## config.mk

```make
export PLATFORM = sky130hd
export DESIGN_NAME = pc_gen_flush_ctrl_flat
export DESIGN_NICKNAME = d
export VERILOG_FILES = /design/src/rtl/pc_gen_flush_ctrl_if.sv /design/src/rtl/pc_gen_flush_ctrl.sv /design/src/flat_wrapper.sv
export SDC_FILE = /design/constraint.sdc
export NUM_CORES = 1
export LEC_CHECK = 0
export ABC_AREA = 1
export ABC_CLOCK_PERIOD_IN_PS = 2200
export BUFFER_PORTS_ARGS = -buffer_cell sky130_fd_sc_hd__clkbuf_2
export CAP_MARGIN = 20
export CORE_MARGIN = 2
export CORE_UTILIZATION = 35
export DETAILED_ROUTE_END_ITERATION = 12
export GPL_TIMING_DRIVEN = 0
export PLACE_DENSITY = 0.61
export SLEW_MARGIN = 0
export SYNTH_ARGS = -nofsm -noshare
export SYNTH_HDL_FRONTEND = slang
export SYNTH_SLANG_ARGS = --single-unit
export TNS_END_PERCENT = 5
```

## constraint.sdc

```tcl
create_clock -name clk -period 2.2 [get_ports clk]
set_clock_uncertainty 0.15 [all_clocks]
set_input_delay 0.11 -clock clk [delete_from_list [all_inputs] [get_ports clk]]
set_output_delay 0.11 -clock clk [all_outputs]
set_load 0.02 [all_outputs]
```

## src/rtl/pc_gen_flush_ctrl_if.sv

```systemverilog
// pc_gen_flush_ctrl_if: EXE/fetch-side signals of the PC generator and flush controller.
interface pc_gen_flush_ctrl_if #(
   parameter int XLEN         = 32,
   parameter int FLUSH_STAGES = 2,
   parameter int CNT_W        = 16
);
   logic                    stall_i;
   logic                    exe_valid;
   logic                    exe_is_branch;
   logic [2:0]              exe_cond;
   logic                    z_flag;
   logic                    n_flag;
   logic [XLEN-1:0]         target_pc_in;
   logic [XLEN-1:0]         pc_out;
   logic                    pc_valid;
   logic                    jump;
   logic [FLUSH_STAGES-1:0] flush_vec;
   logic                    redirect_pend;
   logic [CNT_W-1:0]        br_taken_cnt;
   modport master (
      output stall_i, exe_valid, exe_is_branch, exe_cond, z_flag, n_flag, target_pc_in,
      input  pc_out, pc_valid, jump, flush_vec, redirect_pend, br_taken_cnt
   );
   modport slave (
      input  stall_i, exe_valid, exe_is_branch, exe_cond, z_flag, n_flag, target_pc_in,
      output pc_out, pc_valid, jump, flush_vec, redirect_pend, br_taken_cnt
   );
endinterface

```

## src/rtl/pc_gen_flush_ctrl.sv

```systemverilog
// pc_gen_flush_ctrl: fetch PC register, EXE branch resolution, redirect-under-stall and per-stage flush.
module pc_gen_flush_ctrl #(
   parameter int              XLEN         = 32,
   parameter logic [XLEN-1:0] RESET_PC     = '0,
   parameter int              INSTR_BYTES  = 4,
   parameter int              FLUSH_STAGES = 2,
   parameter int              CNT_W        = 16
) (
   input logic                clk,
   input logic                rst_n,
   pc_gen_flush_ctrl_if.slave bus
);
   logic                    cond_true;
   logic                    taken;
   logic [XLEN-1:0]         pend_pc;
   logic [FLUSH_STAGES-1:0] hist_or;
   always_comb begin
      cond_true = (bus.exe_cond == 3'd1) ? bus.z_flag :
                  (bus.exe_cond == 3'd2) ? !bus.z_flag :
                  (bus.exe_cond == 3'd3) ? bus.n_flag :
                  (bus.exe_cond == 3'd4) ? !bus.n_flag :
                  (bus.exe_cond == 3'd5);
      taken = rst_n & bus.exe_valid & bus.exe_is_branch & cond_true;
   end
   assign bus.jump      = taken;
   assign bus.pc_valid  = rst_n & !bus.stall_i & !bus.redirect_pend;
   assign bus.flush_vec = {FLUSH_STAGES{taken}} | hist_or;
   // hist_or[k] is the OR of the last k taken flags; next cycle it equals this cycle's flush_vec[k-1]
   always_ff @(posedge clk) begin
      if (!rst_n) begin
         bus.pc_out        <= RESET_PC;
         bus.redirect_pend <= 1'b0;
         bus.br_taken_cnt  <= '0;
         pend_pc           <= '0;
         hist_or           <= '0;
      end else begin
         hist_or          <= bus.flush_vec << 1;
         bus.br_taken_cnt <= bus.br_taken_cnt + CNT_W'(taken && !(&bus.br_taken_cnt));
         if (taken && !bus.stall_i) begin
            bus.pc_out        <= bus.target_pc_in;
            bus.redirect_pend <= 1'b0;
         end else if (taken) begin
            pend_pc           <= bus.target_pc_in;
            bus.redirect_pend <= 1'b1;
         end else if (!bus.stall_i && bus.redirect_pend) begin
            bus.pc_out        <= pend_pc;
            bus.redirect_pend <= 1'b0;
         end else if (!bus.stall_i) begin
            bus.pc_out <= bus.pc_out + XLEN'(INSTR_BYTES);
         end
      end
   end
endmodule
```

## src/flat_wrapper.sv

```systemverilog
// flat-port wrapper written by rule: the top's interface ports become plain ports
module pc_gen_flush_ctrl_flat 
#(
   parameter int              XLEN         = 32,
   parameter logic [XLEN-1:0] RESET_PC     = '0,
   parameter int              INSTR_BYTES  = 4,
   parameter int              FLUSH_STAGES = 2,
   parameter int              CNT_W        = 16
)
  (clk, rst_n, bus_stall_i, bus_exe_valid, bus_exe_is_branch, bus_exe_cond, bus_z_flag, bus_n_flag, bus_target_pc_in, bus_pc_out, bus_pc_valid, bus_jump, bus_flush_vec, bus_redirect_pend, bus_br_taken_cnt);
  pc_gen_flush_ctrl_if #(.XLEN(XLEN), .FLUSH_STAGES(FLUSH_STAGES), .CNT_W(CNT_W)) bus_i ();
  input logic clk;
  input logic rst_n;
  input wire logic [$bits(bus_i.stall_i)-1:0] bus_stall_i;
  input wire logic [$bits(bus_i.exe_valid)-1:0] bus_exe_valid;
  input wire logic [$bits(bus_i.exe_is_branch)-1:0] bus_exe_is_branch;
  input wire logic [$bits(bus_i.exe_cond)-1:0] bus_exe_cond;
  input wire logic [$bits(bus_i.z_flag)-1:0] bus_z_flag;
  input wire logic [$bits(bus_i.n_flag)-1:0] bus_n_flag;
  input wire logic [$bits(bus_i.target_pc_in)-1:0] bus_target_pc_in;
  output wire logic [$bits(bus_i.pc_out)-1:0] bus_pc_out;
  output wire logic [$bits(bus_i.pc_valid)-1:0] bus_pc_valid;
  output wire logic [$bits(bus_i.jump)-1:0] bus_jump;
  output wire logic [$bits(bus_i.flush_vec)-1:0] bus_flush_vec;
  output wire logic [$bits(bus_i.redirect_pend)-1:0] bus_redirect_pend;
  output wire logic [$bits(bus_i.br_taken_cnt)-1:0] bus_br_taken_cnt;
  assign bus_i.stall_i = bus_stall_i;
  assign bus_i.exe_valid = bus_exe_valid;
  assign bus_i.exe_is_branch = bus_exe_is_branch;
  assign bus_i.exe_cond = bus_exe_cond;
  assign bus_i.z_flag = bus_z_flag;
  assign bus_i.n_flag = bus_n_flag;
  assign bus_i.target_pc_in = bus_target_pc_in;
  assign bus_pc_out = bus_i.pc_out;
  assign bus_pc_valid = bus_i.pc_valid;
  assign bus_jump = bus_i.jump;
  assign bus_flush_vec = bus_i.flush_vec;
  assign bus_redirect_pend = bus_i.redirect_pend;
  assign bus_br_taken_cnt = bus_i.br_taken_cnt;
  pc_gen_flush_ctrl #(.XLEN(XLEN), .RESET_PC(RESET_PC), .INSTR_BYTES(INSTR_BYTES), .FLUSH_STAGES(FLUSH_STAGES), .CNT_W(CNT_W)) u_core (.clk(clk), .rst_n(rst_n), .bus(bus_i));
endmodule
```

Yosys cells after proc, flatten, opt, wreduce, memory -nomap -nowiden:

Cells that the tools add are included.
W data, S select, Z words.

* add/sub/neg operators: 2
* reduce and logical (&&, ||, !) cells: 13
* muxes and demuxes: 10
* equality and inequality tests: 7
* bitwise gates (word level): 8

Operator list (count)
* $mux W32: 4
* $add A32 B3 Y32 const B: 1
* $add A16 B1 Y16: 1
* $reduce_and A16 Y1: 1
* $eq A3 B2 Y1 const B: 2
* $eq A3 B3 Y1 const B: 2
* $mux W1: 6
* $and A1 B1 Y1: 5
* $logic_not A1 Y1: 5
* $reduce_and A2 Y1: 2
* $eq A3 B1 Y1 const B: 1
* $logic_and A1 B1 Y1: 3
* $ne A3 B1 Y1 const B: 1
* $ne A2 B2 Y1 const B: 1
* $not A1 Y1: 2
* $or A2 B2 Y2: 1
* $reduce_bool A2 Y1: 1
* $reduce_or A2 Y1: 1

* bits in registers: 83

Longest topological paths before layout:

Gate-level depths: netlist of the first run.

* depth in word-level cells: 9
* mapped depth: 16
* depth with buffers taken out: 15

Worst setup path after synthesis of the first run:

No wires, ideal clock.

* path kind: reg2reg
* from: reg u_core.bus.br_taken_cnt[7]
* to: reg u_core.bus.br_taken_cnt[14]
* slack: 0.041 ns
* data required time: 1.929 ns
* data arrival time: 1.888 ns
* stages on the path, launching flop included: 14
* clock period less this slack: 2.159 ns
* cells stage by stage: dfxtp_1 nand2_1 inv_1 nand3_1 nor2_1 a31oi_1 ha_1 ha_1 nand2_1 nor2_2 nand3_1 nor2_1 nor2_1 nor3_2

* longest elaborated chain between the ends: 4

RTL lines
* start: declaration: RTL line pc_gen_flush_ctrl_if.sv:26 `output pc_out, pc_valid, jump, flush_vec, redirect_pend, br_taken_cnt`
* start signal: assignment: RTL line pc_gen_flush_ctrl.sv:38 `bus.br_taken_cnt <= bus.br_taken_cnt + CNT_W'(taken && !(&bus.br_taken_cnt));`
* $reduce_and A16 Y1: RTL line pc_gen_flush_ctrl.sv:38
* $logic_not A1 Y1: RTL line pc_gen_flush_ctrl.sv:38
* $logic_and A1 B1 Y1: RTL line pc_gen_flush_ctrl.sv:38
* $add A16 B1 Y16 *: RTL line pc_gen_flush_ctrl.sv:38

Every way passes the cells marked *; elsewhere a longest branch is shown, timed or not.
A chain may end at the register's enable or synchronous reset.

Worst setup path in the final report of the first run:

* from: reg u_core.bus.br_taken_cnt[7]
* to: reg u_core.bus.br_taken_cnt[15]

Same word-level chain as after synthesis.

==> results.yml, run 1 <==
routing:
  1st_iter_drt_viols: 454
  routed_wl_um: 15800
  detailedRoute.firstPassIterationCount: 5
  route.detailed.wl_per_inst_um: 14.5
  post-route-drc-count: 0
  post_drt_via_cell_ratio: 4.84
  num_vias: 5279
  antenna_left: 0
global_routing:
  grt_usage: 0.219
  initial_antenna_violation_count: 0
  grt_max_degree: 14
  wire_length_of_the_first_global_routing_pass_um: 24800
  globalRoute.totalOverflow: 0
  first_global_vias: 4763
setup_path:
  setup.worst_path.start_class: "register"
  worstSetupStartpoint: "u_core.bus.br_taken_cnt[7]"
  critPathArrivalTime_ns: 2.20
  timing_worst_setup_path_type: "register to register"
  critical_path.reg2reg.startpoint: "u_core.bus.br_taken_cnt[7]"
  timing.rr.end: "u_core.bus.br_taken_cnt[15]"
  reg2reg_depth: 12
  critical_path_max_stage_delay_ns: 0.36
  critical_path_buf_inv_count: 1
  critPathCaptureType: "register"
  rrSetupSlack_ns: 0.13
  largest_fanout_of_any_net_on_the_critical_path: 5
  worst_ep_required_time_ns: 2.33
  critical_path.top_delay_family: "simple AND/OR/NAND/NOR gates"
  cell_depth_of_the_worst_setup_path: 12
  critical_path.cell_chain: "nand2_2 -> inv_2 -> nand3_2 -> nor2_2 -> a31oi_1 -> ha_2 -> nand2_4 -> nor3_4 -> nand4_1 -> o21ai_1 -> nand2_1 -> nor2_1"
  cp_slowest_cell: "dfxtp_4"
timing:
  fmax_ghz: 0.484
  timing.final.ws_setup_ns: 0.133
  finalMaxSlewViolations: 0
  hold-worst-slack_ns: 0.0629
  layout_min_cycle_time_ns: 2.07
  finalHoldViolations: 0
  final_setup_viols: 0
  slew_headroom: 0.569
  rsz0062_at_grt: "true"
  worst_pin_slew_ns: 0.646
  timing.final.crit_share: 0.940
clock_network:
  cts.sink_count: 82
  clkSlewWorstSetupHoldPaths_ns: 0.06
  cts_buffers: 9
  clk_tree_root_cell: "clkbuf_16"
  htree_num_levels: 3
  cts_tree: "yes"
  clk-insertion-delay-late_ns: 0.35
  clock_tree.buffer_depth: 2
final_layout:
  final_net_count: 954
  synthToLayoutAreaGrowth_pct: 30.2
  antenna-diode-count: 0
  layout-drive-gt1-share: 0.218
  layout_common_cells: "nand2_1, inv_1, clkbuf_2"
  layout_commonest_cell: "nand2_1"
  nFillCells: 1421
power:
  ir_worst_vdd_mv: 0.431
  powerDensity_nw_per_um2: 598
  leakagePower_nw: 2.62
floorplan:
  start_util: 0.362
  die_h_um: 121
  die_area_um2: 14800
  die_width_um: 121
  rows: 42
  pin_count: 95
  core_area_um2: 13300
yosys:
  ys_async_sr_fraction: 0
  synthesis.instances: 767
  synth_cell_types: 38
  main_combinational_cell_family_by_area_after_synthesis: "simple AND/OR/NAND/NOR gates"
  synthSimpleGateAreaFrac: 0.349
  syn_area_per_cell_um2: 6.30
  yosys.area_share.adder: 0.00777
  synth_compound_area_frac: 0.175
  fraction_of_the_yosys_area_taken_by_sequential_cells: 0.340
  synth.net_count: 812
  ys.warnings.count: 0
  ys.flop_type: "dfxtp_1"
  synth-xor-area-share: 0.00725
  syn_area_um2: 4830
  yosys_register_bits: 82
  synth_edf_count: 0
  post_synth_mux_area_share: 0
hold_path:
  hold_path.class: "input pin to register"
  hp-start: "rst_n"
  hold_path_depth: 3
  whs_endpoint: "u_core.pend_pc[20]"
place:
  buffer_ports.inserted: 93
  global_placer_s_final_weighted_congestion: 0.931
  preCtsSetupSlack_ns: -0.319
  final_hpwl_dp_um: 11700
status:
  run_status: "finished, final reports clean"
job:
  timing.max_cap.violations: 0
[synthesized netlist by cell type, types with 2 or more instances]
| cell type | n | share of area |
|---|---|---|
| buf_2 | 9 | 0.0093 |
| nand3_1 | 76 | 0.079 |
| buf_8 | 2 | 0.0062 |
| inv_2 | 2 | 0.0016 |
| o22ai_1 | 3 | 0.0039 |
| a21oi_1 | 49 | 0.051 |
| buf_4 | 2 | 0.0031 |
| nor3_1 | 6 | 0.0062 |
| nor2_1 | 62 | 0.048 |
| nor3_2 | 2 | 0.0041 |
| xnor2_1 | 3 | 0.0054 |
| buf_6 | 3 | 0.0070 |
| clkbuf_1 | 17 | 0.013 |
| nand2_1 | 201 | 0.16 |
| a31oi_1 | 2 | 0.0026 |
| ha_1 | 3 | 0.0078 |
| inv_1 | 101 | 0.078 |
| nand2_2 | 16 | 0.021 |
| o21ai_0 | 80 | 0.083 |
| nand4_1 | 3 | 0.0039 |
| nor2_2 | 7 | 0.0091 |
| o211ai_1 | 4 | 0.0062 |
| dfxtp_1 | 82 | 0.34 |
| or2_2 | 3 | 0.0039 |
| nor2_4 | 2 | 0.0047 |
| a21oi_2 | 15 | 0.027 |
[state kept, by name, indices dropped and copies added (netlist names)]
| register | count |
|---|---|
| u_core.bus.pc_out | 32 |
| u_core.pend_pc | 32 |
| u_core.bus.br_taken_cnt | 16 |
| u_core.bus.redirect_pend | 1 |
| u_core.hist_or | 1 |
[how the worst max path moves through the flow]
stage / endpoint / slack [ns]
final: u_core.bus.br_taken_cnt[15] / 0.13
after global placement: u_core.bus.br_taken_cnt[14] / -0.33
after CTS: u_core.bus.br_taken_cnt[14] / 0.008
after floorplan: u_core.bus.br_taken_cnt[14] / 0.04
after detailed placement: u_core.bus.br_taken_cnt[14] / -0.32
after global routing: u_core.bus.br_taken_cnt[15] / -0.09
[power breakdown]
group | total (mW) | switching, mW | internal [mW]
clock | 1.70 | 0.643 | 1.06
sequential | 1.59 | 0.0606 | 1.53
combinational | 0.468 | 0.286 | 0.182
[per-stage QoR]
stage | TNS, ns | cell area (um^2) | utilization | instances | power [mW]
final | 0 | 6290 | 0.471 | 1090 | 3.76
after global routing | -0.138 | 6290 | 0.471 | 1090 | 3.90
after CTS | 0 | 6180 | 0.463 | 1085 | 3.79
after detailed placement | -1.13 | 5520 | 0.413 | 1036 | 2.04
after global placement | -1.25 | 5520 | 0.413 | 1036 | 2.04
after floorplan | 0 | 4830 | - | 767 | 1.87
[routing by layer]
layer / part of all wire / global-route usage
met3: 0.061 / 0.0583
met5: 0 / 0
met4: 0.017 / 0.0682
met2: 0.46 / 0.350
met1: 0.46 / 0.287
[what timing repair did]
item / CTS / global route
pin swaps: 1 / 10
hold buffers: 32 / 0
buffers inserted: 1 / 6
gates resized for setup: 3 / 19
hold endpoints to repair: 60 / 0
endpoints found under the setup margin: 2 / 9
[worst min-delay path, cell delays in order]
cell	delay, ns
clkbuf_2	0.12
clkinv_1	0.21
a21oi_1	0.06
[layout make-up]
| type | instances | area (um^2) | area share |
|---|---|---|---|
| multi-input combinational | 546 | 2670 | 0.424 |
| sequential | 82 | 1650 | 0.262 |
| timing repair buffer | 132 | 838 | 0.133 |
| inverter | 105 | 397 | 0.0631 |
| clock buffer | 12 | 256 | 0.0408 |
| tap | 176 | 220 | 0.0350 |
| buffer | 33 | 188 | 0.0299 |
| clock inverter | 4 | 73.8 | 0.0117 |
[cell families (layout without fill, tap and decap cells)]
family / Yosys count / count (layout)
compound gates: 154 / 154
xor+xnor: 4 / 4
fa+ha+maj: 3 / 3
buf+inv: 139 / 286
flops: 82 / 82
simple gates: 385 / 385
No activity file was read; power rests on OpenSTA's default activity.
==> inputs of run 2 (changes only) <==
==> constraint.sdc (replaced) <==
create_clock -name clk -period 2.2 [get_ports clk]
set_clock_uncertainty 0.15 [all_clocks]
set_input_delay 0.22 -clock clk [delete_from_list [all_inputs] [get_ports clk]]
set_output_delay 0.22 -clock clk [all_outputs]
set_load 0.02 [all_outputs]
==> run 2 against run 1 <==
  * Wire length fell by 0.35%
  * Core utilization is 1.7 points lower
  * Sequential share of layout area grew 0.97 points
  * Cell count down 2.0%
  * Highest routed layer unchanged
  * Critical path depth stayed put
  * Global-route usage down 0.28 points
  * Clock power about the same
  * Hold slack got worse by 0.059 ns
  * Power down 0.91%
  * Register-to-register slack got worse by 0.02 ns
==> results.yml, run 2 (synthesis gave the netlist of run 1 again) <==
global_routing:
  initial_antenna_violation_count: 0
  grt_usage: 0.216
  first_global_vias: 4654
  grt_max_degree: 20
  globalRoute.totalOverflow: 0
  wire_length_of_the_first_global_routing_pass_um: 24400
timing:
  slew_headroom: 0.587
  timing.final.crit_share: 0.948
  layout_min_cycle_time_ns: 2.09
  fmax_ghz: 0.480
  final_setup_viols: 0
  worst_pin_slew_ns: 0.619
  rsz0062_at_grt: "true"
  hold-worst-slack_ns: 0.00353
  finalMaxSlewViolations: 0
  finalHoldViolations: 0
  timing.final.ws_setup_ns: 0.115
floorplan:
  pin_count: 95
  die_h_um: 121
  die_area_um2: 14800
  rows: 42
  die_width_um: 121
  core_area_um2: 13300
  start_util: 0.362
clock_network:
  cts_buffers: 9
  clock_tree.buffer_depth: 2
  clk_tree_root_cell: "clkbuf_16"
  cts_tree: "yes"
  cts.sink_count: 82
  htree_num_levels: 3
  clkSlewWorstSetupHoldPaths_ns: 0.06
  clk-insertion-delay-late_ns: 0.35
job:
  timing.max_cap.violations: 0
routing:
  num_vias: 5196
  route.detailed.wl_per_inst_um: 14.8
  1st_iter_drt_viols: 394
  post-route-drc-count: 0
  detailedRoute.firstPassIterationCount: 5
  post_drt_via_cell_ratio: 4.87
  antenna_left: 0
  routed_wl_um: 15800
place:
  final_hpwl_dp_um: 11700
  preCtsSetupSlack_ns: -0.429
  buffer_ports.inserted: 93
  placed_cells_incl_taps: 1036
  global_placer_s_final_weighted_congestion: 0.931
final_layout:
  layout_commonest_cell: "nand2_1"
  finish.utilization: 0.454
  synthToLayoutAreaGrowth_pct: 25.5
  biggestRegsByFlops: "u_core.bus.pc_out x32, u_core.pend_pc x32, u_core.bus.br_taken_cnt x16"
  antenna-diode-count: 0
  layout_common_cells: "nand2_1, inv_1, clkbuf_2"
  finalNonFillerCells: 1068
  layout-drive-gt1-share: 0.221
  final_net_count: 932
power:
  powerDensity_nw_per_um2: 614
  ir_worst_vdd_mv: 0.428
  leakagePower_nw: 2.53
  total_power_mw: 3.72
setup_path:
  critPathCaptureType: "register"
  largest_fanout_of_any_net_on_the_critical_path: 5
  timing_worst_setup_path_type: "register to register"
  worst_ep_required_time_ns: 2.33
  setup.worst_path.start_class: "register"
  critPathArrivalTime_ns: 2.22
status:
  run_status: "finished, final reports clean"
hold_path:
  hold_path.class: "input pin to register"
==> run 2: worst max-delay path: stages, from the launching register on <==
cell	delay (ns)
dfxtp_4	0.36
nand2_2	0.06
inv_2	0.04
nand3_2	0.07
nor2_2	0.04
a31oi_1	0.18
ha_2	0.28
nand2_4	0.08
nor3_4	0.27
nand4_1	0.17
o21ai_1	0.16
nand2_1	0.06
nor2_1	0.10
==> run 2: path summary, 6_finish.rpt <==
check | startpoint | to | slack (ns) | cells past startpoint
worst min-delay path | bus_target_pc_in[31] | u_core.pend_pc[31] | 0.004 | 3
worst max-delay path | u_core.bus.br_taken_cnt[7] | u_core.bus.br_taken_cnt[15] | 0.11 | 12
worst min register to register | u_core.pend_pc[17] | u_core.pend_pc[17] | 0.29 | 2
worst max register to register | u_core.bus.br_taken_cnt[7] | u_core.bus.br_taken_cnt[15] | 0.11 | 12
==> run 2: layer usage <==
| layer | share of wire | track usage | wire (um) | vias to the layer above |
|---|---|---|---|---|
| met5 | 0 | 0 | 0 | - |
| met4 | 0.015 | 0.0654 | 244 | 0 |
| met3 | 0.070 | 0.0620 | 1100 | 17 |
| met2 | 0.46 | 0.346 | 7310 | 149 |
| met1 | 0.45 | 0.281 | 7100 | 2329 |
| li1 | - | - | - | 2701 |
==> run 2: power by group <==
group,internal (mW),total (mW),switching [mW]
logic,0.158,0.439,0.281
clock network,1.06,1.70,0.638
registers,1.53,1.59,0.0607
==> run 2: cell type report <==
cell class	count	area, um^2
buffer	33	188
clock inverter	4	73.8
timing repair buffer	110	621
multi-input combinational	546	2660
fill	1445	7280
clock buffer	12	256
sequential	82	1650
inverter	105	397
tap	176	220
==> run 2: stage by stage <==
stage	setup TNS (ns)	instance area [um^2]
4_1_cts	0	5970
5_1_grt	-0.171	6060
6_report	0	6060
2_1_floorplan	0	4830
3_5_place_dp	-2.20	5520
3_3_place_gp	-2.37	5520
==> run 2: repair_timing <==
item                                    CTS  global route
hold buffers                             11             0
pin swaps                                 1             8
endpoints found under the setup margin    2             9
endpoints found under the hold margin    11             0
resized for setup                         3            18
setup buffers                             1             5
